**src/rtl/input_pkg.sv**
```systemverilog
// Shared constants and helpers for the board-input labs: clock rate,
// default debounce interval and the widths of the DE-series board I/O.
package input_pkg;

    localparam int CLK_HZ              = 50_000_000;
    localparam int DEBOUNCE_MS_DEFAULT = 10;

    localparam int KEY_WIDTH     = 4;
    localparam int SW_WIDTH      = 10;
    localparam int LEDR_WIDTH    = 10;
    localparam int HEX_DIGITS    = 6;
    localparam int HEX_SEG_WIDTH = 7;

    // Cycles of CLK_HZ that make up the given number of milliseconds.
    function automatic int ms_to_cycles(input int ms);
        return (CLK_HZ / 1000) * ms;
    endfunction

    // Counter width able to hold values 0..cycles.
    function automatic int cnt_width(input int cycles);
        return $clog2(cycles + 1);
    endfunction

endpackage

```
**src/rtl/debounce_bit.sv**
```systemverilog
// One conditioned input bit: two-flop synchronizer, stability counter,
// debounced level and registered one-cycle press/release pulses.
module debounce_bit
    import input_pkg::*;
#(
    parameter int DEBOUNCE_CYCLES = 4,
    parameter bit ACTIVE_LOW      = 1'b1
) (
    input  logic clk,
    input  logic reset_n,
    input  logic raw,
    output logic level,
    output logic pressed,
    output logic released,
    output logic press_d
);

    localparam int CW = cnt_width(DEBOUNCE_CYCLES);
    localparam logic [CW-1:0] CNT_LAST = CW'(DEBOUNCE_CYCLES - 1);

    logic          s1;
    logic          s2;
    logic [CW-1:0] cnt;
    logic          act;
    logic          flip;
    logic          release_d;

    // The level only flips after DEBOUNCE_CYCLES consecutive disagreeing samples.
    always_comb begin
        act       = s2 ^ ACTIVE_LOW;
        flip      = (act != level) && (cnt == CNT_LAST);
        press_d   = flip & act;
        release_d = flip & ~act;
    end

    always_ff @(posedge clk or negedge reset_n) begin
        if (!reset_n) begin
            s1       <= ACTIVE_LOW;
            s2       <= ACTIVE_LOW;
            cnt      <= '0;
            level    <= 1'b0;
            pressed  <= 1'b0;
            released <= 1'b0;
        end else begin
            s1       <= raw;
            s2       <= s1;
            pressed  <= press_d;
            released <= release_d;
            if (act == level) begin
                cnt <= '0;
            end else if (flip) begin
                level <= act;
                cnt   <= '0;
            end else begin
                cnt <= cnt + 1'b1;
            end
        end
    end

endmodule

```
**src/rtl/input_conditioner.sv**
```systemverilog
// Conditions WIDTH raw KEY/SW inputs into debounced active-high levels
// with per-bit press/release pulses and a combined registered press flag.
module input_conditioner
    import input_pkg::*;
#(
    parameter int WIDTH           = 4,
    parameter int DEBOUNCE_CYCLES = ms_to_cycles(DEBOUNCE_MS_DEFAULT),
    parameter bit ACTIVE_LOW      = 1'b1
) (
    input  logic             clk,
    input  logic             reset_n,
    input  logic [WIDTH-1:0] raw_in,
    output logic [WIDTH-1:0] level_out,
    output logic [WIDTH-1:0] press_out,
    output logic [WIDTH-1:0] release_out,
    output logic             any_press_out
);

    logic [WIDTH-1:0] press_d;

    for (genvar i = 0; i < WIDTH; i++) begin : g_bit
        debounce_bit #(
            .DEBOUNCE_CYCLES(DEBOUNCE_CYCLES),
            .ACTIVE_LOW     (ACTIVE_LOW)
        ) u_bit (
            .clk     (clk),
            .reset_n (reset_n),
            .raw     (raw_in[i]),
            .level   (level_out[i]),
            .pressed (press_out[i]),
            .released(release_out[i]),
            .press_d (press_d[i])
        );
    end

    // Built from the pre-register press terms so it lines up with press_out.
    always_ff @(posedge clk or negedge reset_n) begin
        if (!reset_n) begin
            any_press_out <= 1'b0;
        end else begin
            any_press_out <= |press_d;
        end
    end

endmodule

```
**config.mk**
```make
export PLATFORM = sky130hd
export DESIGN_NAME = input_conditioner
export DESIGN_NICKNAME = d
export VERILOG_FILES = /design/src/rtl/input_pkg.sv /design/src/rtl/debounce_bit.sv /design/src/rtl/input_conditioner.sv
export SDC_FILE = /design/constraint.sdc
export NUM_CORES = 1
export LEC_CHECK = 0
export BUFFER_PORTS_ARGS = -buffer_cell sky130_fd_sc_hd__buf_2
export CAP_MARGIN = 25
export CORE_MARGIN = 1.5
export CORE_UTILIZATION = 35
export DETAILED_ROUTE_END_ITERATION = 7
export GPL_TIMING_DRIVEN = 1
export PLACE_DENSITY = 0.46
export SLEW_MARGIN = 20
export SYNTH_ARGS = -nofsm -noshare
export SYNTH_HDL_FRONTEND = slang
export SYNTH_SLANG_ARGS = --single-unit
```
**constraint.sdc**
```tcl
create_clock -name clk -period 2.19 [get_ports clk]
set_clock_uncertainty 0.15 [all_clocks]
set_input_delay 0.219 -clock clk [delete_from_list [all_inputs] [get_ports clk]]
set_output_delay 0.219 -clock clk [all_outputs]
set_load 0.02 [all_outputs]
```
* Word level (Yosys, flattened, before mapping)
Cells that the tools add are included.
W data, S select, Z words.
** Storage, ports and cells
- Flip-flop bits (word level) :: 97
- Bits in latches :: 0
- Bits in writable memories :: 0
- Bits in read-only memories :: 0
- Bits of input ports :: 6
- Output and inout port bits :: 13
- Logic and storage cells :: 74
- Memories kept :: 0
** Operators by class
- Add/subtract/negate cells :: 4
- Multipliers :: 0
- Divide/modulo/power cells :: 0
- Magnitude comparators :: 0
- Equal/unequal tests :: 12
- Shift-type cells :: 0
- Multiplexer cells :: 8
- Bitwise operators :: 16
- Reductions and logical operators :: 9
** Operator list (number)
- $mux W19 :: 8
- $add A19 B1 Y19 const B :: 4
- $eq A19 B19 Y1 const B :: 4
- $and A1 B1 Y1 :: 8
- $not A1 Y1 :: 8
- $reduce_and A2 Y1 :: 4
- $eq A1 B1 Y1 :: 4
- $logic_and A1 B1 Y1 :: 4
- $ne A1 B1 Y1 :: 4
- $reduce_or A4 Y1 :: 1

* Longest topological paths before layout
- Word-level depth :: 5
- Gate-level depth with buffers :: 6
- Mapped depth without buffers :: 5

* By module
A second synthesis with hierarchy kept.
** Unflattened totals
- Cell total of the unflattened synthesis :: 450
- Area, all modules :: 4689.5 µm²
** Modules (own cells, without submodules)
- debounce_bit (g_bit[1].u_bit ...) :: times used 3, cells each 112, area an instance 1167.4 µm², seq. area each 603.1 µm²
- debounce_bit (g_bit[0].u_bit) :: times used 1, cells each 112, area an instance 1154.9 µm², seq. area each 603.1 µm²
- input_conditioner :: times used 1, cells each 2, area an instance 32.5 µm², seq. area each 25.0 µm²

* Least setup slack after synthesis
Ideal clock, no wire load.
- Kind :: reg-to-reg
- Start :: reg g_bit[1].u_bit.cnt[11]
- End :: reg g_bit[1].u_bit.cnt[10]
- Setup time :: 0.119 ns
- Data arrival time :: 1.758 ns
- Data required time :: 1.921 ns
- Path slack :: 0.163 ns
- Stages on the path, launching flop included :: 6
- Buffers on the path :: 1
- Period minus slack after synthesis :: 2.027 ns
- Path through :: dfrtp_1 or4b_1 or3_4 o21ai_4 buf_6 nor2_1
** On the way
- Cells in the longest elaborated chain, start to end :: 4
** Ends and longest elaborated chain
- start: declaration :: line debounce_bit.sv:23 : logic [CW-1:0] cnt;
- start signal: assignment :: line debounce_bit.sv:55 : cnt <= cnt + 1'b1;
- $eq A19 B19 Y1 :: line debounce_bit.sv:31 : flip = (act != level) && (cnt == CNT_LAST);
- $logic_and A1 B1 Y1 :: line debounce_bit.sv:31
- $mux W19 :: line debounce_bit.sv:51 : end else if (flip) begin
- $mux W19 :: line debounce_bit.sv:49 : if (act == level) begin
No other way between the ends.
A chain may end at the register's enable or synchronous reset.

* Worst setup path after layout
- Start :: reg g_bit[2].u_bit.cnt[0]
- End :: reg g_bit[2].u_bit.cnt[18]
** On the way
- Cells in the longest elaborated chain, start to end :: 4
- Elaborated cells on any way between the ends :: 5
- Classes of those cells :: 1 x add/sub; 1 x eq/ne; 2 x mux; 1 x reduce/logical
** Ends and longest elaborated chain (line)
- start: declaration :: debounce_bit.sv:23
- start signal: assignment :: debounce_bit.sv:55
- parallel branches: the longest is 2 deep, another holds $add A19 B1 Y19
- $mux W19 (*) :: debounce_bit.sv:51
- $mux W19 (*) :: debounce_bit.sv:49
Every way passes the cells marked *.

==> out/summary.txt <==
CTS sink cnt - 97
Gate count of the mapped netlist - 445
Sw frac - 21.4%
Gpl congestion - 0.751
Post-synth cell types - 45
Post-CTS setup buffers - 0
DRT Pass-1 Iters - 4
Port buffer count - 18
N_diodes - 0
CP endpoint - g_bit[2].u_bit.cnt[18]
Max Freq - 486 MHz
# DRC - 0
GR peak layer - met2
Net count, final - 494
Grt met2 use - 24.0%
Status - completed
Seq pwr share - 52.3%
Kind of critical path - flop to flop
Worst slew margin - 62.0%
Slew Viols, Final - 0
Period utilization - 93.9%
Crit path DAT - 2.17 ns
Pint - 2.78 mW
RR Startpoint - g_bit[2].u_bit.cnt[0]
Met1 Use GR - 19.7%
Post-synth top flop - dfrtp_1
WP depth - 5
Starting Density - 35.9%
Sw Pwr - 0.758 mW
Reg2reg path depth - 5
Cell breakdown of the critical path - ha_1 > nand3_2 > or4_1 > or3_1 > a21oi_1
Fin. Hold Viols - 0
Grt met3 use - 5.05%
Ratio of cells with drive above 1 in the final layout - 15.5%
CP max FO - 6
R2R setup slack - 0.13 ns
Cell leakage power - 2.13 nW
Largest net degree at the start of global routing - 41
RSZ-0062 raised after global routing - no
DRT iter0 DRCs - 196
Max incr delay on CP - 0.56 ns
Register bit count reported by yosys - 97
Biggest area consumer among synthesized cells - dfrtp_1
CP Launch Type - flop
Drt wl/cell - 13.8 um
Worst Tran Pin Value - 0.565 ns
Die span in x - 117 um
Initial antenna violation count - 0
Die ar. - 13700 um2
GRT Total Usage - 15.0%
Post-synth EDFFs - 0
H-tree levels - 3
First-pass GRT wire length - 15.8 mm
Vias in the first global route - 3206
Min Tclk post-route - 2.06 ns
Clock transition at path regs - 0.06 ns
Post-Syn Area - 4550 um2
CTS tree - yes
Top delay family on crit path - simple AND/OR/NAND/NOR gates
CP endpoint kind - flop
Min-Delay Path Class - flop to flop
Num rows - 41
RR Endpoint - g_bit[2].u_bit.cnt[18]
Max cap viols - 0
Ys async rst share - 100%
Skew-Pair Late Insertion Delay - 0.34 ns
Routed Antenna Nets - 0
Core area - 12700 um2
Clock buffers created by TritonCTS - 9
Grt ovf - 0
Most common cell in the netlist - dfrtp_1
Routed vias/inst - 5.00
Synth cell count leaders - 89 x dfrtp_1, 65 x nor2_1, 38 x xnor2_1
Logic pwr share - 3.4%
Yosys top cell area share - 49.0%
Vias - 3303
Layout area overhead - 16.1%
Fin Setup TNS - 0 ns
YS warnings - 0
Req. time, crit path - 2.30 ns
Place WS - 0.0802 ns
Average cell area after synthesis - 10.2 um2
Area contributors post-synth - dfrtp_1 49%, xnor2_1 7.3%, nor2_1 5.4%, dfstp_2 4.6%, nand3_1 3.6%
Final setup violation count - 0
Clock power frac - 44.3%
Crit path buf inv count - 0
Seq/Total Area, Yosys - 53.6%
Fin worst setup slack - 0.134 ns
Clk buf depth - 2
Drt total wl - 9.12 mm
IR Drop Worst-Case VDD - 373 uV
Origin of the worst setup path - g_bit[2].u_bit.cnt[0]
Post-synthesis net count - 455
DP HPWL - 6.23 mm
Io pins - 19
Clock root cell - clkbuf_16
Die height - 117 um
Post-Route Utilization - 41.7%
Pwr dens - 670 nW/um2
Slowest CP cell - or4_1
cell families (layout without fill, tap and decap cells):
logic type	count (synthesis)	after routing	synth area share, %
buffers and inverters	34	78	4.02
flip-flops	97	97	53.6
AND/OR/NAND/NOR	213	213	24.7
AO/OA/AOI/OAI	40	40	5.53
XOR/XNOR	56	56	10.8
adder cells (fa/ha/maj)	4	4	1.10
multiplexers	1	1	0.220
worst register-to-register path: cells and delay by family, from the launching register on:
kind / cells / cell delay (ns)
adder cells (fa/ha/maj): 1 / 0.23
AND/OR/NAND/NOR: 3 / 1.05
AO/OA/AOI/OAI: 1 / 0.17
flip-flops: 1 / 0.38
power by group through the flow:
| stage | clock network (mW) | registers [mW] | logic [mW] |
|---|---|---|---|
| 6_report | 1.57 | 1.85 | 0.121 |
| 5_1_grt | 1.71 | 1.85 | 0.142 |
| 4_1_cts | 1.63 | 1.85 | 0.127 |
| 3_5_place_dp | 0 | 1.88 | 0.120 |
| 3_3_place_gp | 0 | 1.88 | 0.119 |
| 2_1_floorplan | 0 | 1.88 | 0.0506 |
flip-flops by register name, summed over array words and instances (netlist names):
signal / flops
any_press_out: 1
g_bit.u_bit.cnt: 76
g_bit.u_bit.level: 4
g_bit.u_bit.pressed: 4
g_bit.u_bit.released: 4
g_bit.u_bit.s1: 4
g_bit.u_bit.s2: 4
worst min path at each step:
stage	start	end	slack (ns)	cells past startpoint
6_report	g_bit[0].u_bit.s1	g_bit[0].u_bit.s2	0.21	0
5_1_grt	g_bit[0].u_bit.s1	g_bit[0].u_bit.s2	0.21	0
4_1_cts	g_bit[0].u_bit.s1	g_bit[0].u_bit.s2	0.21	0
3_5_place_dp	reset_n	g_bit[2].u_bit.cnt[5]	0.07	1
3_3_place_gp	reset_n	g_bit[2].u_bit.cnt[5]	0.07	1
2_1_floorplan	reset_n	any_press_out	-0.23	0
layout make-up:
cell class	count	area, um2
inverter	17	63.8
fill	1256	7390
clock buffer	12	246
tap	172	215
timing repair buffer	45	333
multi-input combinational	314	1940
sequential	97	2440
clock inverter	4	45.0
metal layers:
| metal | part of all wire, % | routed length, um |
|---|---|---|
| met2 | 46 | 4170 |
| met3 | 3.4 | 314 |
| met4 | 1.2 | 113 |
| met5 | 0 | 0 |
| met1 | 50 | 4530 |
through the flow:
step           power, mW  cells  hold slack (ns)  instance area (um2)
3_3_place_gp        2.00    640           0.0702                 4920
5_1_grt             3.70    661            0.213                 5280
3_5_place_dp        2.00    640           0.0703                 4920
4_1_cts             3.61    661            0.207                 5270
6_report            3.54    661            0.206                 5280
2_1_floorplan       1.93    445           -0.227                 4550
what timing repair did:
item | CTS | global route
setup endpoints to repair | 0 | 2
hold endpoints to repair | 35 | 0
hold buffers | 5 | 0
gates resized for setup | 0 | 2
cell usage in the layout (no fill, tap or decap), types with 17 or more instances in the layout:
cell / netlist / routed
xnor2_1: 38 / 38
nor4_1: 20 / 19
nand4_1: 18 / 18
xor2_1: 18 / 18
nand3_1: 33 / 32
buf_4: 12 / 21
dfrtp_1: 89 / 89
nor2_1: 65 / 65
buf_2: 1 / 17
inv_1: 17 / 17
nand2_1: 20 / 20
Note: power is estimated with default switching activity, not from simulation.
